[config.mk]
export PLATFORM = sky130hd
export DESIGN_NAME = mem_stage
export DESIGN_NICKNAME = d
export VERILOG_FILES = /design/src/rtl/mem_stage_pkg.sv /design/src/rtl/mem_stage_load_align.sv /design/src/rtl/mem_stage.sv
export SDC_FILE = /design/constraint.sdc
export NUM_CORES = 1
export LEC_CHECK = 0
export ABC_CLOCK_PERIOD_IN_PS = 2000
export CAP_MARGIN = 20
export CORE_MARGIN = 3
export CORE_UTILIZATION = 43
export DETAILED_ROUTE_END_ITERATION = 10
export PLACE_DENSITY = 0.89
export SETUP_SLACK_MARGIN = 0.05
export SKIP_LAST_GASP = 1
export SYNTH_ARGS = -nofsm -noshare
export SYNTH_HDL_FRONTEND = slang
export SYNTH_HIERARCHICAL = 1
export SYNTH_SLANG_ARGS = --single-unit
[constraint.sdc]
create_clock -name clk -period 2 [get_ports clk]
set_input_delay 0.4 -clock clk [delete_from_list [all_inputs] [get_ports clk]]
set_output_delay 0.4 -clock clk [all_outputs]
set_load 0.05 [all_outputs]
[src/rtl/mem_stage_pkg.sv]
// Shared CPU definitions for the memory stage: datapath widths, access-size
// encodings and the request FSM state type.
package mem_stage_pkg;

  localparam int DATA_BITS = 32;
  localparam int REG_BITS  = 5;

  // funct3 encodings for loads and stores
  localparam logic [2:0] LB  = 3'b000;
  localparam logic [2:0] LH  = 3'b001;
  localparam logic [2:0] LW  = 3'b010;
  localparam logic [2:0] LBU = 3'b100;
  localparam logic [2:0] LHU = 3'b101;
  localparam logic [2:0] SB  = 3'b000;
  localparam logic [2:0] SH  = 3'b001;
  localparam logic [2:0] SW  = 3'b010;

  typedef enum logic {
    ST_IDLE = 1'b0,
    ST_BUSY = 1'b1
  } mem_state_t;

endpackage

[src/rtl/mem_stage_load_align.sv]
// Combinational load-data extractor: picks the addressed byte/halfword from a
// raw memory word and sign- or zero-extends it according to funct3.
module load_align
  import mem_stage_pkg::*;
(
  input  logic [DATA_BITS-1:0] rdata,
  input  logic [2:0]           funct3,
  input  logic [1:0]           off,
  output logic [DATA_BITS-1:0] dm_out
);

  logic [7:0]  byte_sel;
  logic [15:0] half_sel;

  assign byte_sel = rdata[{off, 3'b000} +: 8];
  assign half_sel = off[1] ? rdata[31:16] : rdata[15:0];

  always_comb begin
    case (funct3)
      LB:      dm_out = {{(DATA_BITS-8){byte_sel[7]}}, byte_sel};
      LBU:     dm_out = {{(DATA_BITS-8){1'b0}}, byte_sel};
      LH:      dm_out = {{(DATA_BITS-16){half_sel[15]}}, half_sel};
      LHU:     dm_out = {{(DATA_BITS-16){1'b0}}, half_sel};
      LW:      dm_out = rdata;
      default: dm_out = rdata;
    endcase
  end

endmodule

[src/rtl/mem_stage.sv]
// RV32I memory-access stage: issues data-memory requests over a req/ready
// handshake, stalls upstream while busy, and registers the MEM/WB fields.
module mem_stage
  import mem_stage_pkg::*;
(
  input  logic                 clk,
  input  logic                 rst,
  input  logic                 ex_valid,
  input  logic [DATA_BITS-1:0] ex_alu_out,
  input  logic [DATA_BITS-1:0] ex_rs2_data,
  input  logic [REG_BITS-1:0]  ex_rd_addr,
  input  logic                 ex_reg_wr,
  input  logic                 ex_mem_rd,
  input  logic                 ex_mem_wr,
  input  logic [2:0]           ex_funct3,
  output logic                 stall,
  output logic                 dm_req,
  output logic [DATA_BITS-1:0] dm_addr,
  output logic [3:0]           dm_we,
  output logic [DATA_BITS-1:0] dm_wdata,
  input  logic                 dm_ready,
  input  logic [DATA_BITS-1:0] dm_rdata,
  output logic [DATA_BITS-1:0] rd_data,
  output logic [REG_BITS-1:0]  rd_addr,
  output logic                 reg_wr,
  output logic [DATA_BITS-1:0] dm_out,
  output logic                 dm2reg
);

  mem_state_t           state, state_nxt;
  logic                 mop;
  logic                 is_load;
  logic [1:0]           off, off_q;
  logic [2:0]           funct3_q;
  logic [3:0]           we_nxt;
  logic [DATA_BITS-1:0] wdata_nxt;
  logic [DATA_BITS-1:0] load_data;

  assign mop     = ex_valid & (ex_mem_rd | ex_mem_wr);
  assign is_load = ex_valid & ex_mem_rd;
  assign off     = ex_alu_out[1:0];

  // NOTE: sequential state uses non-blocking (<=) so every flop samples
  // pre-edge values; blocking here would create order-dependent races.
  always_ff @(posedge clk) begin
    if (rst) state <= ST_IDLE;
    else     state <= state_nxt;
  end

  // NOTE: every signal assigned in always_comb gets a default first, so no
  // path leaves it unassigned and no latch is inferred.
  always_comb begin
    state_nxt = state;
    case (state)
      ST_IDLE: if (mop)      state_nxt = ST_BUSY;
      ST_BUSY: if (dm_ready) state_nxt = ST_IDLE;
      default:               state_nxt = ST_IDLE;
    endcase
  end

  always_comb begin
    stall = 1'b0;
    case (state)
      ST_IDLE: stall = mop;
      ST_BUSY: stall = ~dm_ready;
      default: stall = 1'b0;
    endcase
  end

  // Store lane steering; loads leave the byte enables and data at zero.
  always_comb begin
    we_nxt    = 4'b0000;
    wdata_nxt = '0;
    if (ex_mem_wr) begin
      case (ex_funct3)
        SB: begin
          we_nxt    = 4'b0001 << off;
          wdata_nxt = ex_rs2_data << {off, 3'b000};
        end
        SH: begin
          we_nxt    = 4'b0011 << {off[1], 1'b0};
          wdata_nxt = ex_rs2_data << {off[1], 4'b0000};
        end
        SW: begin
          we_nxt    = 4'b1111;
          wdata_nxt = ex_rs2_data;
        end
        default: begin
          we_nxt    = 4'b1111;
          wdata_nxt = ex_rs2_data;
        end
      endcase
    end
  end

  // Request registers; offset and size are kept for extracting the load reply.
  always_ff @(posedge clk) begin
    if (rst) begin
      dm_req   <= 1'b0;
      dm_addr  <= '0;
      dm_we    <= 4'b0000;
      dm_wdata <= '0;
      off_q    <= 2'b00;
      funct3_q <= 3'b000;
    end else if (state == ST_IDLE && mop) begin
      dm_req   <= 1'b1;
      dm_addr  <= {ex_alu_out[DATA_BITS-1:2], 2'b00};
      dm_we    <= we_nxt;
      dm_wdata <= wdata_nxt;
      off_q    <= off;
      funct3_q <= ex_funct3;
    end else if (state == ST_BUSY && dm_ready) begin
      dm_req   <= 1'b0;
    end
  end

  load_align u_load_align (
    .rdata  (dm_rdata),
    .funct3 (funct3_q),
    .off    (off_q),
    .dm_out (load_data)
  );

  // MEM/WB register: a stalled cycle writes a bubble.
  always_ff @(posedge clk) begin
    if (rst || stall) begin
      rd_data <= '0;
      rd_addr <= '0;
      reg_wr  <= 1'b0;
      dm_out  <= '0;
      dm2reg  <= 1'b0;
    end else begin
      rd_data <= ex_alu_out;
      rd_addr <= ex_rd_addr;
      reg_wr  <= ex_valid & ex_reg_wr;
      dm_out  <= is_load ? load_data : '0;
      dm2reg  <= is_load;
    end
  end

endmodule

==> impl_metrics.tcl, run 1 <==
set metrics [dict create \
    dominantRegCellSynth "sky130_fd_sc_hd__dfxtp_1" \
    whs_path_depth 2 \
    cp_max_fanout 1 \
    critical_path.slowest_cell "sky130_fd_sc_hd__clkdlybuf4s50_1" \
    clock_skew_ns 0.00354 \
    pin_count_of_the_biggest_net_entering_global_routing 39 \
    fp-row-count 42 \
    setup.worst_path.class "register to output port" \
    drive_gt1_share_pct 13.6 \
    h-tree-depth 4 \
    post_synth_edffs 0 \
    fp.dieW_um 123 \
    regArea_um2 2880 \
    synthDistinctLibCells 54 \
    number_of_global_route_vias_before_repair 5578 \
    start_util_pct 44.4 \
    final_hold_viol_count 0 \
    rr_startpoint "off_q[1]" \
    synth.cell_area_um2 5920 \
    slew_headroom_pct 62.3 \
    worst_slew_pin_slew_ns 0.568 \
    fin_nets 1003 \
    internal_power_mw 6.08 \
    worstHoldEndpoint "dm_we[1]" \
    report.final.setup_viol 0 \
    mean_area_per_synthesized_cell_um2 9.44 \
    drt_iter0_markers 442 \
    fillers 996 \
    switchingPower_mw 2.40 \
    post-dp-hpwl_um 15000 \
    timing.critical_path.cells "clkdlybuf4s50_1" \
    clock_share_of_power_pct 42.4 \
    placement.setup.worst_slack_ns -0.0511 \
    gate_count_after_technology_mapping 627 \
    clk_pin_slew_worst_paths_ns 0.06 \
    synth.yosys.seq_area_share_pct 48.7 \
    root_buffer "sky130_fd_sc_hd__clkbuf_16" \
    drv.max_cap_violation_count 0 \
    timing.critical_path.from_type "register" \
    io-pin-count 252 \
    final_routed_drc_violation_total 0 \
    antenna_found_initial 0 \
    global_router_s_overall_resource_usage_pct 26.1 \
    worst_ep_required_time_ns 1.60 \
    cts_tree "done" \
    synth.ff_latch_count 144 \
    worst_ir_drop_vdd_v 0.000599 \
    route.final.wire_length_um 20500 \
    worst-r2r-cell-count 5 \
    finalHoldWorstSlack_ns 0.360 \
    clock_sinks 144 \
    timing.final.crit_period_ns 1.92 \
    postRouteAntennaNets 0 \
    grt_remaining_overflow 0 \
    die-height_um 123 \
    worst_skew_pair_latency_ns 0.42 \
    design.die.area_um2 15200 \
    achievable-frequency_ghz 0.521 \
    routabilityCongestion 0.989 \
    post_cts_buffers 0 \
    pwr-share-seq_pct 36.5 \
    fp.coreArea_um2 13300 \
    detail_route.vias_per_cell 5.40 \
    hp-class "input pin to register" \
    p_comb_share_pct 21.1 \
    switching_share_pct 28.3 \
    crit_path_largest_cell_delay_ns 0.79 \
    hp-start "rst" \
    status "finished clean" \
    async_reset_ff_share_pct 0 \
    power_density_nw_per_um2 893 \
    path_delay_family "buffers and inverters" \
    timing.final.ws_setup_ns 0.0819 \
    layout-area-overhead-vs-synth_pct 60.4 \
    period_share_pct 95.9 \
    worst_ep_arrival_time_ns 1.52 \
    wl_per_cell_um 19.0 \
    postCtsHoldBufs 0 \
    drtPass1Iterations 5 \
    num_vias 5843 \
    cts_max_path_buffers 2 \
    worst-r2r-setup-slack_ns 0.27 \
    finalMaxSlewViolations 0 \
    multi_input_comb_area_um2 2780 \
    endpoint_kind "output port" \
    grt_pass1_wl_um 30300 \
    timing.critical_path.buf_inv 1 \
    final_util_pct 71.2 \
    io_buffers 249 \
    yosysWarningCount 6 \
    rsz0062_at_grt "no" \
    power_leakage_nw 4.65 \
    tritoncts.num_buffers 17 \
    r2r-end "dm_out[6]" \
]
==> sequential cells by signal (all words and copies together), names as in the netlist <==
signal    flops
rd_data      32
dm_addr      30
dm2reg        1
dm_wdata     32
dm_req        1
dm_out       32
state         1
rd_addr       5
dm_we         4
off_q         2
reg_wr        1
funct3_q      3
==> through the flow <==
stage               total power [mW]  cells  instance area [um^2]  setup TNS (ns)
finish                          8.48   1082                  9500               0
global placement                4.96   1049                  8820         -0.0526
detailed placement              4.99   1049                  8820           -1.70
floorplan                       4.22    628                  5930               0
global route                    8.75   1081                  9500               0
CTS                             8.51   1081                  9390               0
==> power by group through the flow <==
| stage | Clock [mW] | Combinational, mW | Sequential (mW) |
|---|---|---|---|
| after floorplan | 0 | 0.586 | 3.64 |
| after global placement | 0 | 1.81 | 3.15 |
| after detailed placement | 0 | 1.83 | 3.16 |
| after CTS | 3.62 | 1.79 | 3.10 |
| after global routing | 3.76 | 1.88 | 3.11 |
| final | 3.60 | 1.79 | 3.09 |
==> synth_stat cells (3+ instances only) <==
| cell | instances | area [um^2] |
|---|---|---|
| sky130_fd_sc_hd__nor2b_1 | 11 | 68.8 |
| sky130_fd_sc_hd__buf_4 | 5 | 37.5 |
| sky130_fd_sc_hd__mux2i_1 | 11 | 110 |
| sky130_fd_sc_hd__a22oi_1 | 3 | 22.5 |
| sky130_fd_sc_hd__nand3_1 | 17 | 85.1 |
| sky130_fd_sc_hd__clkbuf_2 | 3 | 15.0 |
| sky130_fd_sc_hd__o211ai_1 | 13 | 97.6 |
| sky130_fd_sc_hd__o2bb2ai_1 | 8 | 70.1 |
| sky130_fd_sc_hd__dfxtp_1 | 144 | 2880 |
| sky130_fd_sc_hd__clkbuf_1 | 32 | 120 |
| sky130_fd_sc_hd__nand2_1 | 89 | 334 |
| sky130_fd_sc_hd__a32oi_1 | 24 | 210 |
| sky130_fd_sc_hd__a2bb2oi_1 | 6 | 52.6 |
| sky130_fd_sc_hd__a221o_1 | 6 | 60.1 |
| sky130_fd_sc_hd__and3_1 | 6 | 37.5 |
| sky130_fd_sc_hd__buf_6 | 5 | 56.3 |
| sky130_fd_sc_hd__o22ai_1 | 8 | 50.1 |
| sky130_fd_sc_hd__nor2_1 | 21 | 78.8 |
| sky130_fd_sc_hd__buf_1 | 4 | 15.0 |
| sky130_fd_sc_hd__nor4b_1 | 7 | 61.3 |
| sky130_fd_sc_hd__a21oi_1 | 52 | 260 |
| sky130_fd_sc_hd__o221ai_1 | 10 | 87.6 |
| sky130_fd_sc_hd__o21a_1 | 4 | 30.0 |
| sky130_fd_sc_hd__a22o_1 | 3 | 26.3 |
| sky130_fd_sc_hd__o21ai_0 | 8 | 40.0 |
| sky130_fd_sc_hd__buf_2 | 7 | 35.0 |
| sky130_fd_sc_hd__a2bb2oi_2 | 14 | 210 |
| sky130_fd_sc_hd__mux2_2 | 4 | 45.0 |
| sky130_fd_sc_hd__and2_1 | 71 | 444 |
==> cells by family after synthesis <==
kind of cell,synth area share [%]
AO/OA/AOI/OAI,22.7
buffers and inverters,4.97
flip-flops,48.7
multiplexers,3.25
other,0.0633
AND/OR/NAND/NOR,20.4
==> metal layers <==
layer	global-route usage, %	routed length [um]	up-vias
li1	-	-	2765
met1	31.3	8050	2782
met2	46.0	10500	261
met3	5.67	1540	35
met4	8.86	463	0
met5	0	0	-
==> how the worst max path moves through the flow <==
stage               depth (start not counted)         from            to
floorplan                                   5    ex_mem_wr         stall
global placement                            6    ex_mem_wr  dm_wdata[29]
detailed placement                          6    ex_mem_wr  dm_wdata[25]
CTS                                         1  rd_data[16]   rd_data[16]
global route                                1   rd_data[5]    rd_data[5]
finish                                      1   rd_data[8]    rd_data[8]
==> cells in the final DEF, fill, tap and decap left out, types with 13 or more instances in the layout <==
master,netlist,layout
sky130_fd_sc_hd__a32oi_1,24,24
sky130_fd_sc_hd__nand2_1,89,87
sky130_fd_sc_hd__buf_4,5,54
sky130_fd_sc_hd__o211ai_1,13,13
sky130_fd_sc_hd__and2_1,71,71
sky130_fd_sc_hd__nand3_1,17,17
sky130_fd_sc_hd__a21oi_1,52,52
sky130_fd_sc_hd__a2bb2oi_2,14,14
sky130_fd_sc_hd__clkbuf_16,0,17
sky130_fd_sc_hd__dfxtp_1,144,144
sky130_fd_sc_hd__nor2_1,21,21
sky130_fd_sc_hd__dlymetal6s2s_1,0,43
sky130_fd_sc_hd__clkdlybuf4s50_1,0,114
sky130_fd_sc_hd__dlygate4sd2_1,0,83
==> final cells by class <==
class / instances / area share (%)
flip-flops and latches: 144 / 30.3
clock buffers: 20 / 4.60
multi-input cells: 424 / 29.2
inverters: 4 / 0.158
diodes: 1 / 0.0263
repair buffers: 301 / 30.9
clock inverters: 12 / 2.44
well taps: 176 / 2.32
==> repair_timing <==
action | in CTS | in global routing
pin swaps | 2 | 0
endpoints found under the setup margin | 84 | 41
resized for setup | 86 | 43
No activity file was read; power rests on OpenSTA's default activity.
==> run 2, diff against run 1 <==
Settings changed: SKIP_CTS_REPAIR_TIMING set to 1.
==> impl_metrics.tcl, run 2 (synthesized netlist as in run 1, its figures left out) <==
set metrics [dict create \
    worst_ep_required_time_ns 1.60 \
    layout.cells.non_filler 1082 \
    fp-row-count 42 \
    critical_path.slowest_cell "sky130_fd_sc_hd__clkdlybuf4s50_1" \
    postRouteAntennaNets 0 \
    violations "negative setup slack" \
    wl_per_cell_um 19.3 \
    drtPass1Iterations 5 \
    internal_power_mw 6.13 \
    clock_sinks 144 \
    setup.worst_path.class "input pin to output port" \
    status "finished, violations left" \
    leading_cell_type_in_the_layout_fill_and_taps_excluded "sky130_fd_sc_hd__dfxtp_1" \
    finalHoldWorstSlack_ns 0.358 \
    clock_skew_ns 0.00579 \
    hp-class "input pin to register" \
    switchingPower_mw 2.41 \
    worst_skew_pair_latency_ns 0.42 \
    slew_headroom_pct 61.1 \
    fp.coreArea_um2 13300 \
    placed_cell_area_um2 8820 \
    route.final.wire_length_um 20900 \
    dp_cells 1049 \
    final_cell_mix "sky130_fd_sc_hd__dfxtp_1, sky130_fd_sc_hd__dlymetal6s2s_1, sky130_fd_sc_hd__clkdlybuf4s50_1, sky130_fd_sc_hd__nand2_1, sky130_fd_sc_hd__and2_1" \
    num_vias 5901 \
    cp_max_fanout 4 \
    p_comb_share_pct 21.6 \
    worst_ir_drop_vdd_v 0.000609 \
    power_leakage_nw 5.68 \
    final_design_area_no_fill_um2 9800 \
    regArea_um2 2880 \
    cts_max_path_buffers 2 \
    worst_slew_pin_slew_ns 0.583 \
    tritoncts.num_buffers 17 \
    drive_gt1_share_pct 13.5 \
    final_routed_drc_violation_total 0 \
    clock_share_of_power_pct 42.2 \
    h-tree-depth 4 \
    drt_iter0_markers 437 \
    path_common_cell "sky130_fd_sc_hd__nand2_2" \
    crit_path_largest_cell_delay_ns 0.43 \
    report.final.setup_viol 1 \
    multi_input_comb_area_um2 2770 \
    final_hold_viol_count 0 \
    global_router_s_overall_resource_usage_pct 26.1 \
    pwr-share-seq_pct 36.2 \
    antenna_found_initial 0 \
    biggestRegsByFlops "dm_out: 32 flops, dm_wdata: 32 flops, rd_data: 32 flops" \
    start_util_pct 44.4 \
    timing.final.crit_period_ns 2.02 \
    fillers 901 \
    io-pin-count 252 \
    timing.critical_path.cells "clkdlybuf4s50_1, or2_1, buf_4, nand2_2, nand2_2, buf_12" \
    finalMaxSlewViolations 0 \
    routabilityCongestion 0.989 \
    achievable-frequency_ghz 0.494 \
    design.die.area_um2 15200 \
    drv.max_cap_violation_count 0 \
    power_density_nw_per_um2 872 \
    fin_nets 1003 \
    timing.final.ws_setup_ns -0.0228 \
    worst_ep_arrival_time_ns 1.62 \
    placement.setup.worst_slack_ns -0.0511 \
    clk_pin_slew_worst_paths_ns 0.06 \
    pin_count_of_the_biggest_net_entering_global_routing 39 \
    detail_route.vias_per_cell 5.45 \
    period_share_pct 101 \
    grt_pass1_wl_um 30400 \
    cts_tree "done" \
    timing.critical_path.from_type "input pin" \
    layout-area-overhead-vs-synth_pct 65.5 \
    rsz0062_at_grt "yes" \
    fp.dieW_um 123 \
    endpoint_kind "output port" \
    io_buffers 249 \
    die-height_um 123 \
    post-dp-hpwl_um 15000 \
    switching_share_pct 28.2 \
    final_util_pct 73.4 \
    number_of_global_route_vias_before_repair 5589 \
    grt_remaining_overflow 0 \
    root_buffer "sky130_fd_sc_hd__clkbuf_16" \
]
## run 2: changes by cell type in the layout (fill, tap and decap cells not counted), sizes merged
cell and delta:
dlymetal6s2s +80, dlygate4sd2 -83, clkdlybuf4s50 +3
## run 2: path summary, 6_finish.rpt
path              start          to  slack (ns)  cells after the start
max           ex_mem_wr       stall       -0.02                      6
min                 rst    dm_we[1]        0.36                      2
max reg2reg    off_q[1]   dm_out[6]        0.27                      5
min reg2reg  dm_addr[9]  dm_addr[9]        0.45                      2
## run 2: routing by layer
metal / wire [um] / vias up / track usage, %
met5: 0 / - / 0
met4: 510 / 0 / 9.13
met3: 1650 / 44 / 5.67
met2: 10600 / 296 / 45.9
met1: 8050 / 2797 / 31.4
li1: - / 2764 / -
## run 2: layout make-up
type | count | share of cell area [%]
diodes | 1 | 0.0255
clock buffers | 20 | 4.46
clock inverters | 12 | 2.36
inverters | 4 | 0.153
multi-input cells | 424 | 28.3
flip-flops and latches | 144 | 29.4
well taps | 176 | 2.25
repair buffers | 301 | 33.1
## run 2: worst max-delay path: cells and delay by family
family	cells	cell delay (ns)
AND/OR/NAND/NOR	3	0.49
buffers and inverters	3	0.74
## run 2: power by group through the flow
stage / Clock, mW / Sequential (mW) / Combinational, mW
3_3_place_gp: 0 / 3.15 / 1.81
2_1_floorplan: 0 / 3.64 / 0.586
6_report: 3.60 / 3.09 / 1.84
3_5_place_dp: 0 / 3.16 / 1.83
4_1_cts: 3.62 / 3.10 / 1.85
5_1_grt: 3.76 / 3.11 / 1.93
## run 2: through the flow
step	total power, mW	TNS, ns
final	8.54	-0.0228
after global placement	4.96	-0.0526
after detailed placement	4.99	-1.70
after global routing	8.80	-0.0785
after CTS	8.57	-0.413
after floorplan	4.22	0
==> run 3, diff against run 2 <==
Settings changed: ABC_CLOCK_PERIOD_IN_PS 2000 to unset, TNS_END_PERCENT set to 30.
==> impl_metrics.tcl, run 3 (synthesized netlist as in run 1, its figures left out) <==
set metrics [dict create \
    worst_ir_drop_vdd_v 0.000602 \
    grt_pass1_wl_um 30400 \
    die-height_um 123 \
    final_routed_drc_violation_total 0 \
    drive_gt1_share_pct 13.5 \
    tritoncts.num_buffers 17 \
    final_hold_viol_count 0 \
    period_share_pct 101 \
    status "finished, violations left" \
    drt_iter0_markers 402 \
    setup.worst_path.class "input pin to output port" \
    fin_nets 1003 \
    placement.setup.worst_slack_ns -0.0511 \
    wl_per_cell_um 18.8 \
    violations "negative setup slack" \
    clock_sinks 144 \
    io_buffers 249 \
    grt_remaining_overflow 0 \
    design.die.area_um2 15200 \
    slew_headroom_pct 61.4 \
    worst_ep_arrival_time_ns 1.62 \
    h-tree-depth 4 \
    io-pin-count 252 \
    achievable-frequency_ghz 0.496 \
    pin_count_of_the_biggest_net_entering_global_routing 39 \
    cts_tree "done" \
    hp-class "input pin to register" \
    timing.critical_path.from_type "input pin" \
    biggestRegsByFlops "dm_out: 32 flops, dm_wdata: 32 flops, rd_data: 32 flops" \
    worst_slew_pin_slew_ns 0.578 \
    post-dp-hpwl_um 15000 \
    drtPass1Iterations 5 \
    dp_cells 1049 \
    worst_skew_pair_latency_ns 0.42 \
    drv.max_cap_violation_count 0 \
    finalMaxSlewViolations 0 \
    route.final.wire_length_um 20400 \
    fillers 966 \
    antenna_found_initial 0 \
    timing.final.crit_period_ns 2.02 \
    clock_skew_ns 0.00603 \
    power_density_nw_per_um2 891 \
    fp.dieW_um 123 \
    fp-row-count 42 \
    report.final.setup_viol 1 \
    num_vias 5889 \
    routabilityCongestion 0.989 \
    layout.cells.non_filler 1082 \
    root_buffer "sky130_fd_sc_hd__clkbuf_16" \
    detail_route.vias_per_cell 5.44 \
    layout-area-overhead-vs-synth_pct 61.8 \
    leading_cell_type_in_the_layout_fill_and_taps_excluded "sky130_fd_sc_hd__clkdlybuf4s50_1" \
    postRouteAntennaNets 0 \
    start_util_pct 44.4 \
    worst_ep_required_time_ns 1.60 \
    number_of_global_route_vias_before_repair 5589 \
    cts_max_path_buffers 2 \
    clk_pin_slew_worst_paths_ns 0.06 \
    fin_setup_tns_ns -0.0172 \
    power_leakage_nw 4.21 \
    fp.coreArea_um2 13300 \
    rsz0062_at_grt "yes" \
    endpoint_kind "output port" \
    global_router_s_overall_resource_usage_pct 26.1 \
    cp_max_fanout 4 \
    timing.final.ws_setup_ns -0.0172 \
    final_cell_mix "sky130_fd_sc_hd__clkdlybuf4s50_1, sky130_fd_sc_hd__dfxtp_1, sky130_fd_sc_hd__nand2_1, sky130_fd_sc_hd__and2_1, sky130_fd_sc_hd__buf_4" \
]
## run 3: final timing paths
path         startpoint          to  slack, ns  depth (start not counted)
min reg2reg  dm_addr[9]  dm_addr[9]       0.45                          2
max           ex_mem_wr       stall      -0.02                          6
min                 rst    dm_we[1]       0.36                          2
max reg2reg    off_q[1]   dm_out[6]       0.27                          5
## run 3: per-layer routing
layer  share of wire (%)  routed length, um  global-route usage (%)
met5                   0                  0                       0
met4                 2.5                508                    9.13
met3                 6.8               1390                    5.67
met2                  51              10400                    45.9
met1                  40               8090                    31.4
## run 3: final cells by class
class / instances / area, um^2 / area share, %
Multi-Input combinational cell: 424 / 2770 / 28.9
Sequential cell: 144 / 2880 / 30.1
Tap cell: 176 / 220 / 2.30
Inverter: 4 / 15.0 / 0.157
Clock buffer: 20 / 437 / 4.56
Antenna cell: 1 / 2.50 / 0.0261
Timing Repair Buffer: 301 / 3020 / 31.6
Clock inverter: 12 / 231 / 2.42
## run 3: power breakdown
part / switching [mW] / internal, mW
combinational: 1.08 / 0.769
clock: 1.24 / 2.35
sequential: 0.0784 / 3.02
## run 3: critical path, stage by stage
cell,delay [ns]
sky130_fd_sc_hd__clkdlybuf4s50_1,0.42
sky130_fd_sc_hd__or2_1,0.28
sky130_fd_sc_hd__buf_4,0.16
sky130_fd_sc_hd__nand2_2,0.12
sky130_fd_sc_hd__nand2_2,0.08
sky130_fd_sc_hd__buf_12,0.15
## run 3: stage by stage
stage	area, um^2	total power [mW]	hold slack, ns	util, %
finish	9580	8.54	0.357	71.8
global route	9580	8.81	0.355	71.8
CTS	9490	8.57	0.347	71.1
detailed placement	8820	4.99	0.445	66.1
global placement	8820	4.96	0.441	66.1
floorplan	5930	4.22	0.437	-
